`src/rtl/weight_stream_reader.sv`:
```
// weight_stream_reader: streams DEPTH weights from a BRAM in address order; START/BUSY/DONE control, BRAM_ADDR/EN/WE/DO read port, W_DATA/VALID/READY/LAST/INDEX beat stream
module weight_stream_reader #(
  parameter int DEPTH  = 28,
  parameter int ADDR_W = 5,
  parameter int DATA_W = 16
) (
  input  logic              CLK,
  input  logic              RST,
  input  logic              START,
  output logic              BUSY,
  output logic              DONE,
  output logic [ADDR_W-1:0] BRAM_ADDR,
  output logic              BRAM_EN,
  output logic              BRAM_WE,
  input  logic [DATA_W-1:0] BRAM_DO,
  output logic [DATA_W-1:0] W_DATA,
  output logic              W_VALID,
  input  logic              W_READY,
  output logic              W_LAST,
  output logic [ADDR_W-1:0] W_INDEX
);
  typedef enum logic [1:0] {IDLE, FETCH, DRAIN} state_t;
  localparam logic [ADDR_W-1:0] LAST_ADDR = ADDR_W'(DEPTH - 1);
  state_t state;
  logic [DATA_W-1:0] buf_data [2];
  logic [ADDR_W-1:0] buf_idx [2];
  logic [1:0] buf_last;
  logic [1:0] occ;
  logic rd, wr, pop, room, last_issue;
  assign pop        = W_VALID & W_READY;
  assign room       = ({1'b0, occ} + {2'b0, BRAM_EN}) < (3'd2 + {2'b0, pop});
  assign last_issue = BRAM_EN && BRAM_ADDR == LAST_ADDR;
  assign W_VALID    = occ != 2'd0;
  assign W_DATA     = buf_data[rd];
  assign W_INDEX    = buf_idx[rd];
  assign W_LAST     = W_VALID & buf_last[rd];
  assign BUSY       = state != IDLE;
  assign BRAM_WE    = 1'b0;
  always_ff @(posedge CLK or posedge RST) begin
    if (RST) begin
      state     <= IDLE;
      DONE      <= 1'b0;
      BRAM_EN   <= 1'b0;
      BRAM_ADDR <= '0;
      buf_data  <= '{default: '0};
      buf_idx   <= '{default: '0};
      buf_last  <= '0;
      occ       <= '0;
      rd        <= 1'b0;
      wr        <= 1'b0;
    end else begin
      DONE <= 1'b0;
      // every issue cycle lands its word at the edge that ends it
      if (BRAM_EN) begin
        buf_data[wr] <= BRAM_DO;
        buf_idx[wr]  <= BRAM_ADDR;
        buf_last[wr] <= BRAM_ADDR == LAST_ADDR;
        wr           <= ~wr;
      end
      if (pop) rd <= ~rd;
      occ <= occ + {1'b0, BRAM_EN} - {1'b0, pop};
      case (state)
        IDLE: begin
          BRAM_EN <= START;
          if (START) begin
            state     <= FETCH;
            BRAM_ADDR <= '0;
          end
        end
        FETCH: begin
          // BRAM_ADDR holds the last issued address, so the next one is +1
          BRAM_EN <= !last_issue && room;
          if (last_issue) state <= DRAIN;
          else if (room) BRAM_ADDR <= BRAM_ADDR + ADDR_W'(1);
        end
        DRAIN: begin
          BRAM_EN <= 1'b0;
          if (pop && W_LAST) begin
            state <= IDLE;
            DONE  <= 1'b1;
          end
        end
        default: state <= IDLE;
      endcase
    end
  end
endmodule

```
`config.mk`:
```
export PLATFORM = sky130hd
export DESIGN_NAME = weight_stream_reader
export DESIGN_NICKNAME = d
export VERILOG_FILES = /design/src/rtl/weight_stream_reader.sv
export SDC_FILE = /design/constraint.sdc
export NUM_CORES = 1
export LEC_CHECK = 0
export BUFFER_PORTS_ARGS = -buffer_cell sky130_fd_sc_hd__buf_2
export CAP_MARGIN = 20
export CORE_ASPECT_RATIO = 2
export CORE_MARGIN = 2
export CORE_UTILIZATION = 62
export CTS_BUF_LIST = sky130_fd_sc_hd__clkbuf_4
export DETAILED_ROUTE_END_ITERATION = 7
export PLACE_DENSITY = 0.88
export SYNTH_ARGS = -nofsm -noshare
export SYNTH_HDL_FRONTEND = slang
export SYNTH_SLANG_ARGS = --single-unit
```
`constraint.sdc`:
```
create_clock -name CLK -period 5.05 [get_ports CLK]
set_input_delay 1.01 -clock CLK [delete_from_list [all_inputs] [get_ports CLK]]
set_output_delay 1.01 -clock CLK [all_outputs]
set_load 0.01 [all_outputs]
```
==> results.txt <==
status: complete, no violations
main combinational cell family by area after synthesis: multiplexers
Resized Gates After CTS: 0
CTS Buffer Depth: 2
die area: 5012 sq um
vias per cell: 5.841
CP peak stage delay: 1.00 ns
crit-path cells: mux2i_1, nor2_1, buf_2
Post-Synth Simple-Gate Area: 7.559%
RSZ-0062 raised after global routing: no
Net Sw Frac: 37.01%
Antenna Cells: 0
met1 usage in global routing: 24.22%
worst skew pair latency: 0.38 ns
adder-cell area share of the yosys netlist: 4.554%
I/O Buffers: 50
Internal: 1.256 mW
commonest non-fill, non-tap cells in the layout: mux2_2, dfrtp_1, buf_2, ha_1, clkbuf_4
die extent in y: 98.15 microns
GR met3 Demand/Resource: 5.352%
fin util: 73.53%
Syn Inst Count: 215
initial antenna violation count: 0
sequential power share: 40.8%
Worst EP required: 4.04 ns
Post-synth EDFFs: 0
r2r setup slk: 2.79 ns
drt drc: 0
Final setup viols: 0
Compound-Gate Fraction of Synth Area: 5.100%
mux cell area share after synthesis: 26.59%
Root Buffer: clkbuf_4
Die Wd: 51.07 microns
critical path buffer and inverter count: 1
r2r startpoint: rd$_DFFE_PP0P_
Worst Path Max Fanout: 23
Max Slew Vio Count: 0
Placeable Area: 4297 sq um
hpwl dp: 3.723 mm
largest cells by area after synthesis: dfrtp_1, mux2_2, ha_1
Final Critical Period: 3.054 ns
largest net degree at the start of global routing: 58
Slew @ Worst Pin: 0.9858 ns
H-Tree Depth: 3
r2r worst-path depth: 4
number of global-route vias before repair: 1918
crit share post-route: 60.47%
CP arrival: 2.04 ns
GRT Util Overall: 22.77%
RR Endpoint: state[0]$_DFFE_PP0P_
Layout area overhead: 14.98%
starting density of the core: 63.95%
DR vias: 1910
CP Capture Point: W_LAST
drt total wl: 5.205 mm
Post-Synth XOR/XNOR Area: 1.275%
Hold Path Class: flip-flop to flip-flop
CP Capture Type: primary output
global route overflow: 0
Final nets: 298
Antenna Nets Post-Route: 0
share of cells above drive strength 1: 48.72%
cell total after placement: 310
clock sinks: 57
leakage: 1.541 nW
CTS Hold Bufs: 0
ys async rst share: 100.0%
CP top delay family: flip-flops
area share of the largest cell type after synthesis: 51.91%
Comb power frac: 46.5%
setup_tns: 0 ns
Initial DRT Pass Iterations: 4
final cell count without fillers: 327
CTS tree: built
Worst Setup SP: rd$_DFFE_PP0P_
row count: 34
first-pass GRT wire length: 8.521 mm
Tot Pwr: 1.994 mW
main flop type after synthesis: dfrtp_1
Worst Skew: 0.007564 ns
drt wl/cell: 15.92 microns
worst vdd ir: 0.4443 mV
post-synthesis cell type count: 34
postcts setup bufs: 0
hold_ws: 0.5048 ns
Mapped Area: 2748 sq um
Rel. slew slack: 34.28%
max cap viols: 0
Yosys warning count: 0
Crit Path Class: flip-flop to primary output
Ports: 52
Seq/Total Area, Yosys: 51.91%
clock slew at reported path FFs: 0.09 ns
Worst path slowest cell: dfrtp_1
Final Hold Viols: 0
Syn Area/Cell: 12.78 sq um
Initial DRC Count: 26
TritonCTS Buffers: 9
Net Sw Power: 0.7380 mW
leading cell type in the layout, fill and taps excluded: mux2_2
Syn Nets: 245
Crit path depth: 3
Clock Power Share: 12.7%
element type at the critical path start: flip-flop
GR peak layer: met2
synthesis-stage register bit count: 57
met2 usage: 40.66%
GPL Wtd Cong: 0.7264
Pwr Density: 631.2 nW/um^2
FMAX: 0.3275 GHz
Yosys top cell by area: dfrtp_1
## flip-flops by register name, indices dropped and copies added (netlist names)
name	count
buf_last	2
DONE	1
rd	1
wr	1
buf_idx	10
BRAM_ADDR	5
buf_data	32
occ	2
state	2
BRAM_EN	1
## metrics by stage
step	area (sq um)	setup WS, ns
2_1_floorplan	2748	2.640
5_1_grt	3159	1.881
4_1_cts	3132	2.004
3_3_place_gp	3032	2.494
6_report	3159	1.996
3_5_place_dp	3032	2.446
## power by group through the flow
stage          combinational, mW  clock, mW  sequential (mW)
3_5_place_dp               0.918          0            0.825
3_3_place_gp               0.886          0            0.810
4_1_cts                    0.921      0.261            0.814
5_1_grt                     1.02      0.280            0.842
2_1_floorplan              0.706          0            0.751
6_report                   0.927      0.253            0.814
## how the worst min path moves through the flow
| stage | from | to | slack [ns] | cells past startpoint |
|---|---|---|---|---|
| 2_1_floorplan | buf_last[0]$_DFFE_PP0P_ | buf_last[0]$_DFFE_PP0P_ | 0.45 | 2 |
| 3_3_place_gp | wr$_DFFE_PP0P_ | wr$_DFFE_PP0P_ | 0.47 | 1 |
| 3_5_place_dp | wr$_DFFE_PP0P_ | wr$_DFFE_PP0P_ | 0.48 | 1 |
| 4_1_cts | wr$_DFFE_PP0P_ | wr$_DFFE_PP0P_ | 0.49 | 1 |
| 5_1_grt | wr$_DFFE_PP0P_ | wr$_DFFE_PP0P_ | 0.53 | 1 |
| 6_report | buf_data[30]$_DFFE_PP0P_ | buf_data[30]$_DFFE_PP0P_ | 0.50 | 1 |
## cells in the mapped netlist, types with 2 or more instances
library cell / count
dfrtp_1: 57
nor2_1: 6
nor4_1: 2
clkbuf_1: 6
o21ai_0: 6
xnor2_1: 3
inv_1: 10
mux2_2: 64
nand2b_1: 4
a21oi_1: 4
a31oi_1: 2
nor2b_1: 2
a211o_2: 2
o211ai_1: 4
ha_1: 10
buf_1: 3
nand2_1: 6
nand4_1: 3
nand3_1: 6
## layout make-up
| cell class | instances | area (sq um) |
|---|---|---|
| sequential | 57 | 1426 |
| timing repair buffer | 52 | 285.3 |
| clock inverter | 6 | 25.02 |
| inverter | 10 | 37.54 |
| clock buffer | 10 | 75.07 |
| fill | 306 | 1137 |
| tap | 54 | 67.56 |
| multi-input combinational | 138 | 1242 |
## metal layers
layer / vias to the layer above / share of wire, %
met3: 11 / 4.5
li1: 877 / -
met5: - / 0
met4: 0 / 2.0
met2: 52 / 57
met1: 970 / 36
## cells by family (layout without fill, tap and decap cells)
kind of cell,count (synthesis),after routing
compound gates,21,21
xor+xnor,4,4
fa+ha+maj,10,10
buf+inv,20,78
flops,57,57
mux,65,65
other cells,1,1
simple gates,37,37
Power figures use the tool's default switching activity.
